===== src/rtl/miriscv_uart_rx.sv =====
// UART receiver: 2-flop input synchronizer, mid-bit sampling FSM with
// optional parity and 1/2 stop bits, show-ahead receive FIFO and sticky
// parity / framing / overrun flags.
module miriscv_uart_rx #(
    parameter int CLK_FREQ_HZ = 100000000,
    parameter int BAUDRATE    = 6250000,
    parameter int DATA_BITS   = 8,
    parameter int PARITY_MODE = 1,
    parameter int STOP_BITS   = 1,
    parameter int FIFO_DEPTH  = 8
) (
    input  logic                          clk_i,
    input  logic                          arstn_i,
    input  logic                          uart_rx_i,
    output logic [DATA_BITS-1:0]          data_o,
    output logic                          valid_o,
    input  logic                          ready_i,
    input  logic                          err_clr_i,
    output logic                          parity_err_o,
    output logic                          frame_err_o,
    output logic                          overrun_o,
    output logic [$clog2(FIFO_DEPTH):0]   level_o
);

    localparam int CLKS_PER_BIT = CLK_FREQ_HZ / BAUDRATE;
    localparam int TW = $clog2(CLKS_PER_BIT) + 1;
    localparam int AW = $clog2(FIFO_DEPTH);

    localparam logic [TW-1:0] HALF_BIT    = TW'(CLKS_PER_BIT / 2);
    localparam logic [TW-1:0] FULL_BIT_M1 = TW'(CLKS_PER_BIT - 1);
    localparam logic [3:0]    LAST_DATA   = 4'(DATA_BITS - 1);
    localparam logic [3:0]    LAST_STOP   = 4'(STOP_BITS - 1);
    localparam logic          ODD_PARITY  = (PARITY_MODE == 2);

    typedef enum logic [2:0] {
        S_IDLE,
        S_START,
        S_DATA,
        S_PARITY,
        S_STOP
    } state_e;

    // Synchronizer and edge detection
    logic [1:0] sync_q;
    logic [1:0] vld_q;      // marks when sync_q[1] reflects the real line
    logic       rx_prev_q;
    logic       rx_prev_d;
    logic       rx;
    logic       fall;

    // Receiver FSM state
    state_e                state_q,   state_d;
    logic [TW-1:0]         timer_q,   timer_d;
    logic [3:0]            bit_cnt_q, bit_cnt_d;
    logic [DATA_BITS-1:0]  shift_q,   shift_d;
    logic                  par_bad_q, par_bad_d;
    logic                  frm_bad_q, frm_bad_d;
    logic                  wr_q,      wr_d;
    logic [DATA_BITS-1:0]  wr_data_q, wr_data_d;
    logic                  par_ev_q,  par_ev_d;
    logic                  frm_ev_q,  frm_ev_d;
    logic                  tick;
    logic                  stop_bad_now;

    // FIFO and flags
    logic [DATA_BITS-1:0]  mem_q [FIFO_DEPTH];
    logic [AW:0]           wr_ptr_q, wr_ptr_d;
    logic [AW:0]           rd_ptr_q, rd_ptr_d;
    logic                  perr_q, perr_d;
    logic                  ferr_q, ferr_d;
    logic                  ovr_q,  ovr_d;
    logic                  empty, full, pop, do_push, ovr_ev;

    assign rx        = sync_q[1];
    // A falling edge only counts once the line has been seen high after reset.
    assign fall      = vld_q[1] & rx_prev_q & ~rx;
    assign rx_prev_d = vld_q[1] ? rx : 1'b0;
    assign tick      = (timer_q == '0);
    assign stop_bad_now = frm_bad_q | ~rx;

    // Two-flop synchronizer (resets to idle-high) plus start-edge history
    always_ff @(posedge clk_i or negedge arstn_i) begin
        // NOTE: sequential state uses non-blocking assignments so every flop samples pre-edge values.
        if (!arstn_i) begin
            sync_q    <= 2'b11;
            vld_q     <= 2'b00;
            rx_prev_q <= 1'b0;
        end else begin
            sync_q    <= {sync_q[0], uart_rx_i};
            vld_q     <= {vld_q[0], 1'b1};
            rx_prev_q <= rx_prev_d;
        end
    end

    // Next-state logic for the receiver FSM and its shared counters
    always_comb begin
        // NOTE: every signal gets a default first so no path leaves one unassigned (no latches).
        state_d   = state_q;
        timer_d   = timer_q;
        bit_cnt_d = bit_cnt_q;
        shift_d   = shift_q;
        par_bad_d = par_bad_q;
        frm_bad_d = frm_bad_q;
        wr_d      = 1'b0;
        wr_data_d = wr_data_q;
        par_ev_d  = 1'b0;
        frm_ev_d  = 1'b0;
        case (state_q)
            S_IDLE: begin
                if (fall) begin
                    state_d   = S_START;
                    timer_d   = HALF_BIT;
                    bit_cnt_d = '0;
                    par_bad_d = 1'b0;
                    frm_bad_d = 1'b0;
                end
            end
            S_START: begin
                if (!tick) begin
                    timer_d = timer_q - 1'b1;
                end else if (rx) begin
                    state_d = S_IDLE;
                end else begin
                    state_d = S_DATA;
                    timer_d = FULL_BIT_M1;
                end
            end
            S_DATA: begin
                if (!tick) begin
                    timer_d = timer_q - 1'b1;
                end else begin
                    shift_d = {rx, shift_q[DATA_BITS-1:1]};
                    timer_d = FULL_BIT_M1;
                    if (bit_cnt_q == LAST_DATA) begin
                        bit_cnt_d = '0;
                        state_d   = (PARITY_MODE != 0) ? S_PARITY : S_STOP;
                    end else begin
                        bit_cnt_d = bit_cnt_q + 1'b1;
                    end
                end
            end
            S_PARITY: begin
                if (!tick) begin
                    timer_d = timer_q - 1'b1;
                end else begin
                    par_bad_d = (rx != ((^shift_q) ^ ODD_PARITY));
                    timer_d   = FULL_BIT_M1;
                    state_d   = S_STOP;
                end
            end
            S_STOP: begin
                if (!tick) begin
                    timer_d = timer_q - 1'b1;
                end else if (bit_cnt_q == LAST_STOP) begin
                    // Back to idle right away so the next start edge is not missed.
                    state_d   = S_IDLE;
                    timer_d   = '0;
                    bit_cnt_d = '0;
                    wr_d      = ~par_bad_q & ~stop_bad_now;
                    wr_data_d = shift_q;
                    par_ev_d  = par_bad_q;
                    frm_ev_d  = stop_bad_now;
                end else begin
                    frm_bad_d = stop_bad_now;
                    bit_cnt_d = bit_cnt_q + 1'b1;
                    timer_d   = FULL_BIT_M1;
                end
            end
            default: state_d = S_IDLE;
        endcase
    end

    // Receiver FSM registers, including the registered write/error strobes
    always_ff @(posedge clk_i or negedge arstn_i) begin
        if (!arstn_i) begin
            state_q   <= S_IDLE;
            timer_q   <= '0;
            bit_cnt_q <= '0;
            shift_q   <= '0;
            par_bad_q <= 1'b0;
            frm_bad_q <= 1'b0;
            wr_q      <= 1'b0;
            wr_data_q <= '0;
            par_ev_q  <= 1'b0;
            frm_ev_q  <= 1'b0;
        end else begin
            state_q   <= state_d;
            timer_q   <= timer_d;
            bit_cnt_q <= bit_cnt_d;
            shift_q   <= shift_d;
            par_bad_q <= par_bad_d;
            frm_bad_q <= frm_bad_d;
            wr_q      <= wr_d;
            wr_data_q <= wr_data_d;
            par_ev_q  <= par_ev_d;
            frm_ev_q  <= frm_ev_d;
        end
    end

    assign empty   = (wr_ptr_q == rd_ptr_q);
    assign full    = (wr_ptr_q[AW] != rd_ptr_q[AW]) &&
                     (wr_ptr_q[AW-1:0] == rd_ptr_q[AW-1:0]);
    assign pop     = ~empty & ready_i;
    assign do_push = wr_q & (~full | pop);
    assign ovr_ev  = wr_q & full & ~pop;

    // FIFO pointer and sticky flag next-state; a set event beats a clear
    always_comb begin
        wr_ptr_d = wr_ptr_q + (AW+1)'(do_push);
        rd_ptr_d = rd_ptr_q + (AW+1)'(pop);
        perr_d   = par_ev_q | (perr_q & ~err_clr_i);
        ferr_d   = frm_ev_q | (ferr_q & ~err_clr_i);
        ovr_d    = ovr_ev   | (ovr_q  & ~err_clr_i);
    end

    // FIFO pointers and sticky flags
    always_ff @(posedge clk_i or negedge arstn_i) begin
        if (!arstn_i) begin
            wr_ptr_q <= '0;
            rd_ptr_q <= '0;
            perr_q   <= 1'b0;
            ferr_q   <= 1'b0;
            ovr_q    <= 1'b0;
        end else begin
            wr_ptr_q <= wr_ptr_d;
            rd_ptr_q <= rd_ptr_d;
            perr_q   <= perr_d;
            ferr_q   <= ferr_d;
            ovr_q    <= ovr_d;
        end
    end

    // FIFO storage
    // NOTE: the array has no reset; data_o is masked while empty, so stale contents never show.
    always_ff @(posedge clk_i) begin
        if (do_push) begin
            mem_q[wr_ptr_q[AW-1:0]] <= wr_data_q;
        end
    end

    assign data_o       = empty ? '0 : mem_q[rd_ptr_q[AW-1:0]];
    assign valid_o      = ~empty;
    assign level_o      = wr_ptr_q - rd_ptr_q;
    assign parity_err_o = perr_q;
    assign frame_err_o  = ferr_q;
    assign overrun_o    = ovr_q;

endmodule


===== config.mk =====
export PLATFORM = sky130hd
export DESIGN_NAME = miriscv_uart_rx
export DESIGN_NICKNAME = d
export VERILOG_FILES = /design/src/rtl/miriscv_uart_rx.sv
export SDC_FILE = /design/constraint.sdc
export NUM_CORES = 1
export LEC_CHECK = 0
export BUFFER_PORTS_ARGS = -buffer_cell sky130_fd_sc_hd__buf_4
export CAP_MARGIN = 20
export CORE_MARGIN = 1
export CORE_UTILIZATION = 61
export DETAILED_ROUTE_END_ITERATION = 6
export PLACE_DENSITY = 0.91
export SLEW_MARGIN = 10
export SYNTH_ARGS = -nofsm -noshare
export SYNTH_HDL_FRONTEND = slang
export SYNTH_SLANG_ARGS = --single-unit

===== constraint.sdc =====
create_clock -name clk_i -period 3.9 [get_ports clk_i]
set_input_delay 0.78 -clock clk_i [delete_from_list [all_inputs] [get_ports clk_i]]
set_output_delay 0.78 -clock clk_i [all_outputs]
set_load 0.01 [all_outputs]

==> flow_summary_export.csv, run 1 <==
group,metric,value,unit
sta,max_freq,278,MHz
route,post_drt_wl_per_cell,23.6,µm
placement,gp_congestion,0.869,
sta,hold_viol,0,
power_and_ir_drop,p_sw,0.00123,W
route,first_pass_iters,7,
hold_path,worstHoldPathType,"in2async",
final_layout,layout-drive-gt1-share,25.6,%
setup_path,crit_path_end_kind,"output port",
sta,relSlewSlack,42.5,%
final_layout,fill_cells,386,
floorplanning,die_y,91.6,µm
power_and_ir_drop,cellInternalPower,0.00287,W
sta,setup_viol_count_final,0,
setup_path,worstReg2RegStart,"rd_ptr_q[2]$_DFF_PN0_",
grt,grt_pass1_wl,17900,µm
floorplanning,die_area,8390,µm²
logic_synthesis,syn_area,4900,µm²
setup_path,path_cells,"clkinv_1 > ha_1 > nand3_1 > nor2b_2 > a21oi_1 > buf_4",
floorplanning,dieWidth,91.6,µm
grt,grt_start_max_net_pins,50,
floorplanning,ioPinCount,21,
clock_tree,cts_tree,"yes",
route,drt-initial-drc-count,402,
grt,antenna_found_initial,0,
logic_synthesis,syn_nets,354,
placement,portBuffers,20,
sta,post-route-period-util,92.1,%
power_and_ir_drop,p_comb_share,27.0,%
setup_path,r2r_slack,0.89,ns
power_and_ir_drop,vdd_drop_max,481,µV
logic_synthesis,ys_ff_latch,113,
floorplanning,start_util,63.4,%
logic_synthesis,synthXorXnorAreaFrac,2.96,%
logic_synthesis,synth-compound-area-share,6.21,%
logic_synthesis,ys_types,53,
grt,gr-total-overflow,0,
setup_path,required,3.12,ns
power_and_ir_drop,pwr-share-clk,37.8,%
setup_path,crit_type,"reg2out",
setup_path,worstSetupStartpoint,"rd_ptr_q[2]$_DFF_PN0_",
outcome,status,"finished clean",
final_layout,antenna_cells,0,
power_and_ir_drop,p_seq_share,35.2,%
final_layout,final_util,74.4,%
sta,tns,0,ns
final_layout,area_growth,17.4,%
sta,hold_ws,0.281,ns
power_and_ir_drop,switching_share,30.1,%
sta,tightest_slew,0.859,ns
placement,dp_hpwl,6490,µm
grt,grt_usage,29.7,%
logic_synthesis,synthSimpleGateAreaFrac,8.71,%
logic_synthesis,ys.flop_type,"edfxtp_1",
logic_synthesis,synth_top_family_by_area,"multiplexers",
setup_path,reg2reg_depth,6,
power_and_ir_drop,p_leak,2.34,nW
final_layout,multi_input_area,1610,µm²
logic_synthesis,synthAdderAreaFrac,3.45,%
logic_synthesis,yosysWarnings,0,
logic_synthesis,synth_edf_count,64,
final_layout,num-nets-final,383,
clock_tree,post_cts_buffers,0,
placement,dp_slack,0.793,ns
logic_synthesis,synth_cells,337,
flow_run,drv_cap,0,
setup_path,slowest_stage,"dfrtp_1",
logic_synthesis,synth-seq-area-share,64.3,%
route,antenna_left,0,
power_and_ir_drop,p_per_area,713,nW/µm²
route,routed_wirelength,11400,µm
clock_tree,insertion_delay,0.52,ns
setup_path,crit_arrival,2.81,ns
floorplanning,core,7730,µm²
clock_tree,clockBufferDepth,2,
logic_synthesis,avgSynthCellArea,14.5,µm²
grt,first_global_vias,3369,
clock_tree,cts.sinks,113,
sta,fin_ws,0.309,ns
sta,drv_slew,0,
clock_tree,cts-root-buf,"clkbuf_8",
route,vias_per_cell,6.58,
setup_path,endpoint,"data_o[0]",
clock_tree,numCtsBuffers,17,
clock_tree,htreeDepth,4,
route,vias,3164,
floorplanning,std_cell_rows,32,
setup_path,startpoint_type,"flop",
power_and_ir_drop,p_total,0.00410,W
setup_path,critical_path.max_fanout,11,
sta,rsz0062_at_grt,"no",
setup_path,r2r_end,"mem_q[7][4]$_DFFE_PP_",
route,route.detailed.drc,0,
clock_tree,clk_pin_slew,0.05,ns
final_layout,seqCellArea,3150,µm²
logic_synthesis,async_flop_share,43.4,%
logic_synthesis,muxShareOfSynthArea,11.5,%
setup_path,cp_slowest_stage_delay,0.56,ns
sta,fin_crit,3.59,ns
sta,finalClockSkew,0.0112,ns
## cell families (layout without fill, tap and decap cells)
| family | Yosys count | in the layout |
|---|---|---|
| flops | 113 | 113 |
| simple gates | 80 | 80 |
| compound gates | 45 | 45 |
| buf+inv | 36 | 78 |
| mux | 34 | 34 |
| xor+xnor | 15 | 15 |
| fa+ha+maj | 13 | 13 |
| other cells | 1 | 1 |
## synth_stat cells (5+ instances only)
master     n  area share (%)
nand2_1   24             1.8
xnor2_1   10             1.8
a21oi_1   15             1.5
edfxtp_1  64              39
inv_1     19             1.5
dfrtp_1   47              24
nor3_1     7            0.72
mux2_2    17             3.9
nor2_1    11            0.84
mux4_2    16             7.4
nand3_1    6            0.61
clkbuf_1  13             1.0
ha_1      11             2.8
nand2b_1   7            0.89
a21o_1     5            0.77
## metal layers
| metal | up-vias | track usage, % | part of all wire [%] |
|---|---|---|---|
| met1 | 1550 | 35.9 | 37 |
| met4 | 0 | 15.6 | 3.7 |
| li1 | 1313 | - | - |
| met3 | 52 | 8.79 | 8.9 |
| met2 | 249 | 48.3 | 51 |
| met5 | - | 0 | 0 |
## worst min-delay path by stage
stage / from / endpoint / slack [ns] / depth (start not counted)
after floorplan: vld_q[0]$_DFF_PN0_ / vld_q[1]$_DFF_PN0_ / 0.33 / 0
after global placement: vld_q[0]$_DFF_PN0_ / vld_q[1]$_DFF_PN0_ / 0.33 / 0
after detailed placement: vld_q[0]$_DFF_PN0_ / vld_q[1]$_DFF_PN0_ / 0.35 / 0
after CTS: arstn_i / timer_q[2]$_DFFE_PN0P_ / 0.29 / 1
after global routing: arstn_i / timer_q[2]$_DFFE_PN0P_ / 0.32 / 1
final: arstn_i / timer_q[2]$_DFFE_PN0P_ / 0.28 / 1
## power by group through the flow
stage          logic (W)  clock network, W  registers, W
6_report         0.00111           0.00155       0.00144
5_1_grt          0.00118           0.00161       0.00145
4_1_cts          0.00109           0.00156       0.00144
3_3_place_gp    0.000987                 0       0.00145
3_5_place_dp     0.00103                 0       0.00146
2_1_floorplan   0.000757                 0       0.00139
## cell usage in the layout (no fill, tap or decap), types with 3 or more instances in the layout
master,n
a21oi_1,15
nor4b_1,3
clkbuf_1,4
clkbuf_16,16
inv_1,19
a21o_1,5
edfxtp_1,64
nand3_1,6
clkinv_2,5
bufinv_16,4
buf_4,26
o21ai_0,4
nor3_1,7
nand2b_1,7
or3b_2,3
nor4_1,3
mux4_2,16
a22o_1,4
xor2_1,4
dfrtp_1,47
nor2_1,11
nand2_1,24
o22ai_1,3
xnor2_1,10
mux2_2,17
ha_1,11
## flip-flops by register name, indices dropped and copies added (netlist names)
name,cells
timer_q,5
sync_q,2
state_q,3
par_ev_q,1
shift_q,8
rd_ptr_q,4
parity_err_o,1
rx_prev_q,1
frame_err_o,1
wr_ptr_q,4
wr_q,1
overrun_o,1
par_bad_q,1
frm_bad_q,1
vld_q,2
mem_q,64
wr_data_q,8
bit_cnt_q,4
frm_ev_q,1
## stage by stage
stage	cells	area, µm²
detailed placement	449	5160
CTS	481	5750
floorplan	337	4900
global placement	449	5160
finish	481	5750
global route	481	5750
## worst max-delay path, delay by kind of cell, from the launching register on
family / cells / cell delay [ns]
compound gates: 1 / 0.11
simple gates: 2 / 0.61
buf+inv: 2 / 0.54
flops: 1 / 0.56
fa+ha+maj: 1 / 0.46
## layout make-up
cell class / instances / area share [%]
multi-input cells: 188 / 28.0
clock buffers: 21 / 7.46
flip-flops and latches: 113 / 54.8
clock inverters: 11 / 2.81
well taps: 102 / 2.22
inverters: 20 / 1.31
repair buffers: 26 / 3.39
## repair_timing
item,in CTS,in global routing
endpoints found under the setup margin,0,9
resized for setup,0,1
hold buffers,0,0
Power figures use the tool's default switching activity.
==> run 2: changes to the inputs <==
- CORE_UTILIZATION: 61 -> 55
- PLACE_DENSITY: 0.91 -> 0.87
- clock period: 3.9 -> 2.9 ns (I/O delays scaled with it)
==> run 2 against run 1 <==
Compared with the run above: die area rose by 11%; routed wire length fell by 15%; register-to-register slack got worse by 0.45 ns; setup slack got worse by 0.10 ns; critical path depth did not move; clock skew fell by 0.0012 ns; cell area rose by 0.46%; count of clock-buffer cells in the layout fell by 4; sequential share of layout area fell by 0.25 points; first-iteration DRC count fell by 60%; hold slack got worse by 0.20 ns; critical path type unchanged; critical endpoint is now data_o[2]; largest cell class unchanged; largest power group unchanged; highest routed layer unchanged.
==> flow_summary_export.csv, run 2 (synthesis gave the netlist of run 1 again) <==
group,metric,value,unit
placement,placed_cells,460,
route,route.detailed.drc,0,
clock_tree,clockBufferDepth,2,
sta,rsz0062_at_grt,"no",
clock_tree,clk_pin_slew,0.06,ns
setup_path,crit_path_end_kind,"output port",
flow_run,drv_cap,0,
sta,relSlewSlack,43.6,%
route,wl_met3,452,µm
clock_tree,numCtsBuffers,17,
power_and_ir_drop,p_total,0.00536,W
floorplanning,core,8680,µm²
setup_path,r2r_slack,0.44,ns
clock_tree,insertion_delay,0.51,ns
route,routed_wirelength,9630,µm
setup_path,crit_type,"reg2out",
clock_tree,hold_buffers,0,
floorplanning,ioPinCount,21,
sta,setup_viol_count_final,0,
route,antenna_left,0,
floorplanning,std_cell_rows,34,
grt,grt_start_max_net_pins,50,
outcome,status,"finished clean",
sta,tightest_slew,0.842,ns
final_layout,final_cell_mix,"edfxtp_1 (64), dfrtp_1 (47), buf_4 (31)",
clock_tree,cts.sinks,113,
setup_path,required,2.32,ns
route,drt-initial-drc-count,159,
sta,fin_crit,2.69,ns
placement,gp_congestion,0.811,
final_layout,mostFrequentLayoutCell,"edfxtp_1",
setup_path,endpoint,"data_o[2]",
grt,grt_usage,23.6,%
final_layout,final_util,66.6,%
grt,antenna_found_initial,0,
route,vias,2942,
sta,max_freq,371,MHz
floorplanning,die_area,9290,µm²
placement,dp_hpwl,6020,µm
route,post_drt_wl_per_cell,19.6,µm
clock_tree,cts_tree,"yes",
setup_path,worstReg2RegStart,"wr_ptr_q[2]$_DFF_PN0_",
power_and_ir_drop,p_leak,2.35,nW
grt,gr-total-overflow,0,
hold_path,worstHoldPathType,"in2async",
sta,hold_ws,0.0801,ns
setup_path,worstSetupStartpoint,"wr_ptr_q[2]$_DFF_PN0_",
route,vias_per_cell,5.98,
sta,hold_viol,0,
floorplanning,start_util,56.4,%
clock_tree,cts-root-buf,"clkbuf_8",
final_layout,largest_reg_flops,64,
clock_tree,htreeDepth,4,
sta,finalClockSkew,0.0100,ns
grt,grt_pass1_wl,15400,µm
power_and_ir_drop,vdd_drop_max,603,µV
sta,post-route-period-util,92.8,%
sta,drv_slew,0,
final_layout,num-nets-final,388,
clock_tree,post_cts_buffers,0,
route,wl_met1,3670,µm
setup_path,critical_path.max_fanout,10,
clock_tree,cts.repair.resized,0,
setup_path,crit_arrival,2.11,ns
floorplanning,die_y,96.4,µm
sta,tns,0,ns
route,top_layer_used,"met4",
route,met2_length,5220,µm
power_and_ir_drop,p_per_area,927,nW/µm²
grt,first_global_vias,3035,
floorplanning,dieWidth,96.4,µm
final_layout,layout-drive-gt1-share,27.3,%
final_layout,instances_no_fill,492,
placement,portBuffers,20,
route,first_pass_iters,4,
final_layout,area_growth,18.0,%
setup_path,r2r_end,"mem_q[7][0]$_DFFE_PP_",
setup_path,reg2reg_depth,5,
final_layout,antenna_cells,0,
setup_path,startpoint_type,"flop",
==> run 2: report_power, final <==
group / total [W] / internal, W / switching, W
Combinational: 0.00147 / 0.000714 / 0.000752
Clock: 0.00198 / 0.00123 / 0.000748
Sequential: 0.00191 / 0.00178 / 0.000133
Total: 0.00536 / 0.00372 / 0.00163
==> run 2: how the worst min path moves through the flow <==
stage | to | slack (ns)
5_1_grt | bit_cnt_q[0]$_DFFE_PN0P_ | 0.12
3_5_place_dp | vld_q[1]$_DFF_PN0_ | 0.34
2_1_floorplan | bit_cnt_q[0]$_DFFE_PN0P_ | 0.28
3_3_place_gp | vld_q[1]$_DFF_PN0_ | 0.34
4_1_cts | shift_q[3]$_DFFE_PN0P_ | 0.1
6_report | bit_cnt_q[0]$_DFFE_PN0P_ | 0.08
==> run 2: worst max-delay path: stages, from the launching register on <==
cell     delay, ns
dfrtp_1       0.48
ha_1          0.39
nand3_1       0.17
nor2b_1       0.06
buf_4         0.17
a21oi_1       0.17
buf_4         0.15
==> run 2: metal layers <==
layer  vias to the layer above  GRT usage (%)
li1                       1331              -
met1                      1470           26.5
met2                       108           41.0
met3                        33           6.49
met4                         0           12.7
met5                         -              0
==> run 2: area by class of cell <==
cell class	instances	area [µm²]
sequential	113	3150
clock inverter	15	160
inverter	20	75.1
clock buffer	17	414
timing repair buffer	31	233
fill	578	2900
tap	108	135
multi-input combinational	188	1610
==> run 2: through the flow <==
stage	area (µm²)	setup slack [ns]
floorplan	4900	0.135
global placement	5200	0.575
detailed placement	5200	0.481
CTS	5780	0.193
global route	5780	0.112
finish	5780	0.208
==> run 3: changes to the inputs <==
- CORE_UTILIZATION: 55 -> 50
- PLACE_DENSITY: 0.87 -> 0.81
==> run 3 against run 2 <==
Compared with the run above: flip-flop and latch count stayed put; largest power group unchanged; combinational power is 4% lower; cell area is 0.22% higher; largest cell class unchanged.
==> flow_summary_export.csv, run 3 (synthesis gave the netlist of run 1 again) <==
group,metric,value,unit
placement,place_area,5220,µm²
sta,hold_viol,0,
setup_path,startpoint_type,"flop",
final_layout,largest_reg_flops,64,
clock_tree,cts-root-buf,"clkbuf_8",
power_and_ir_drop,vdd_drop_max,420,µV
route,wl_met3,311,µm
clock_tree,clockBufferDepth,2,
power_and_ir_drop,p_total,0.00530,W
flow_run,drv_cap,0,
floorplanning,core,9370,µm²
clock_tree,clk_pin_slew,0.06,ns
final_layout,num-nets-final,386,
clock_tree,cts.sinks,113,
sta,rsz0062_at_grt,"no",
power_and_ir_drop,p_leak,2.34,nW
grt,antenna_found_initial,0,
route,wl_met1,3860,µm
final_layout,antenna_cells,0,
floorplanning,std_cell_rows,35,
grt,gr-total-overflow,0,
final_layout,final_cell_mix,"edfxtp_1 (64), dfrtp_1 (46), buf_4 (29)",
sta,fin_crit,2.80,ns
floorplanning,start_util,52.3,%
route,route.detailed.drc,0,
floorplanning,dieWidth,101,µm
floorplanning,ioPinCount,21,
route,first_pass_iters,4,
route,met2_length,4520,µm
sta,relSlewSlack,51.6,%
sta,drv_slew,0,
final_layout,area_growth,18.2,%
route,vias_per_cell,5.56,
sta,hold_ws,0.0808,ns
sta,post-route-period-util,96.4,%
outcome,status,"finished clean",
placement,dp_hpwl,5470,µm
setup_path,crit_type,"reg2out",
setup_path,crit_arrival,2.22,ns
grt,first_global_vias,2875,
grt,grt_usage,19.8,%
sta,setup_viol_count_final,0,
final_layout,design_area,5790,µm²
setup_path,critical_path.max_fanout,11,
clock_tree,htreeDepth,4,
clock_tree,post_cts_buffers,0,
final_layout,fill_cells,709,
sta,finalClockSkew,0.00551,ns
sta,tns,0,ns
setup_path,crit_path_end_kind,"output port",
placement,placed_cells,479,
clock_tree,insertion_delay,0.51,ns
final_layout,mostFrequentLayoutCell,"edfxtp_1",
floorplanning,die_area,10200,µm²
route,drt-initial-drc-count,95,
floorplanning,die_y,101,µm
sta,tightest_slew,0.724,ns
placement,portBuffers,20,
grt,grt_pass1_wl,14800,µm
grt,grt_start_max_net_pins,50,
hold_path,worstHoldPathType,"in2async",
placement,gp_congestion,0.813,
setup_path,r2r_slack,0.46,ns
clock_tree,numCtsBuffers,17,
route,vias,2839,
clock_tree,hold_buffers,0,
route,antenna_left,0,
clock_tree,cts.repair.resized,1,
final_layout,layout-drive-gt1-share,27.2,%
power_and_ir_drop,p_per_area,916,nW/µm²
route,top_layer_used,"met4",
setup_path,required,2.32,ns
route,post_drt_wl_per_cell,17.4,µm
sta,max_freq,358,MHz
clock_tree,cts_tree,"yes",
final_layout,instances_no_fill,511,
route,routed_wirelength,8870,µm
[run 3: metal layers]
layer	global-route usage (%)	vias to the layer above
met5	0	-
met2	32.8	66
met1	24.3	1437
met3	4.92	16
li1	-	1320
met4	9.70	0
[run 3: power breakdown]
group / internal (W) / switching [W] / total, W
logic: 0.000694 / 0.000711 / 0.00141
registers: 0.00178 / 0.000140 / 0.00192
clock network: 0.00123 / 0.000748 / 0.00198
total: 0.00370 / 0.00160 / 0.00530
[run 3: layout make-up]
class	instances	area, µm²	area share, %
clock buffer	17	414	7.15
sequential	113	3150	54.4
inverter	20	75.1	1.30
clock inverter	15	160	2.77
timing repair buffer	29	218	3.76
tap	129	161	2.79
multi-input combinational	188	1610	27.8
[run 3: worst max-delay path, cell delays in order (launching register included)]
cell and delay [ns]:
dfrtp_2 0.49, clkinv_1 0.14, ha_1 0.36, nand3_1 0.14, nor2b_1 0.16, buf_4 0.20, a21oi_1 0.07, buf_4 0.15
[run 3: worst paths after layout]
kind	from	endpoint	depth (start not counted)
hold reg to reg	vld_q[0]$_DFF_PN0_	vld_q[1]$_DFF_PN0_	0
hold / removal	arstn_i	rx_prev_q$_DFF_PN0_	1
setup reg to reg	timer_q[0]$_DFFE_PN0P_	bit_cnt_q[3]$_DFFE_PN0P_	6
setup / recovery	rd_ptr_q[2]$_DFF_PN0_	data_o[4]	7
min in group clk_i	uart_rx_i	sync_q[0]$_DFF_PN1_	1
max in group asynchronous	arstn_i	rd_ptr_q[2]$_DFF_PN0_	1
[run 3: per-stage QoR]
step | setup WS, ns | utilization (%)
after detailed placement | 0.401 | 55.6
after global routing | 0.0193 | 61.8
final | 0.104 | 61.8
after floorplan | 0.135 | -
after global placement | 0.549 | 55.6
after CTS | 0.0813 | 61.8
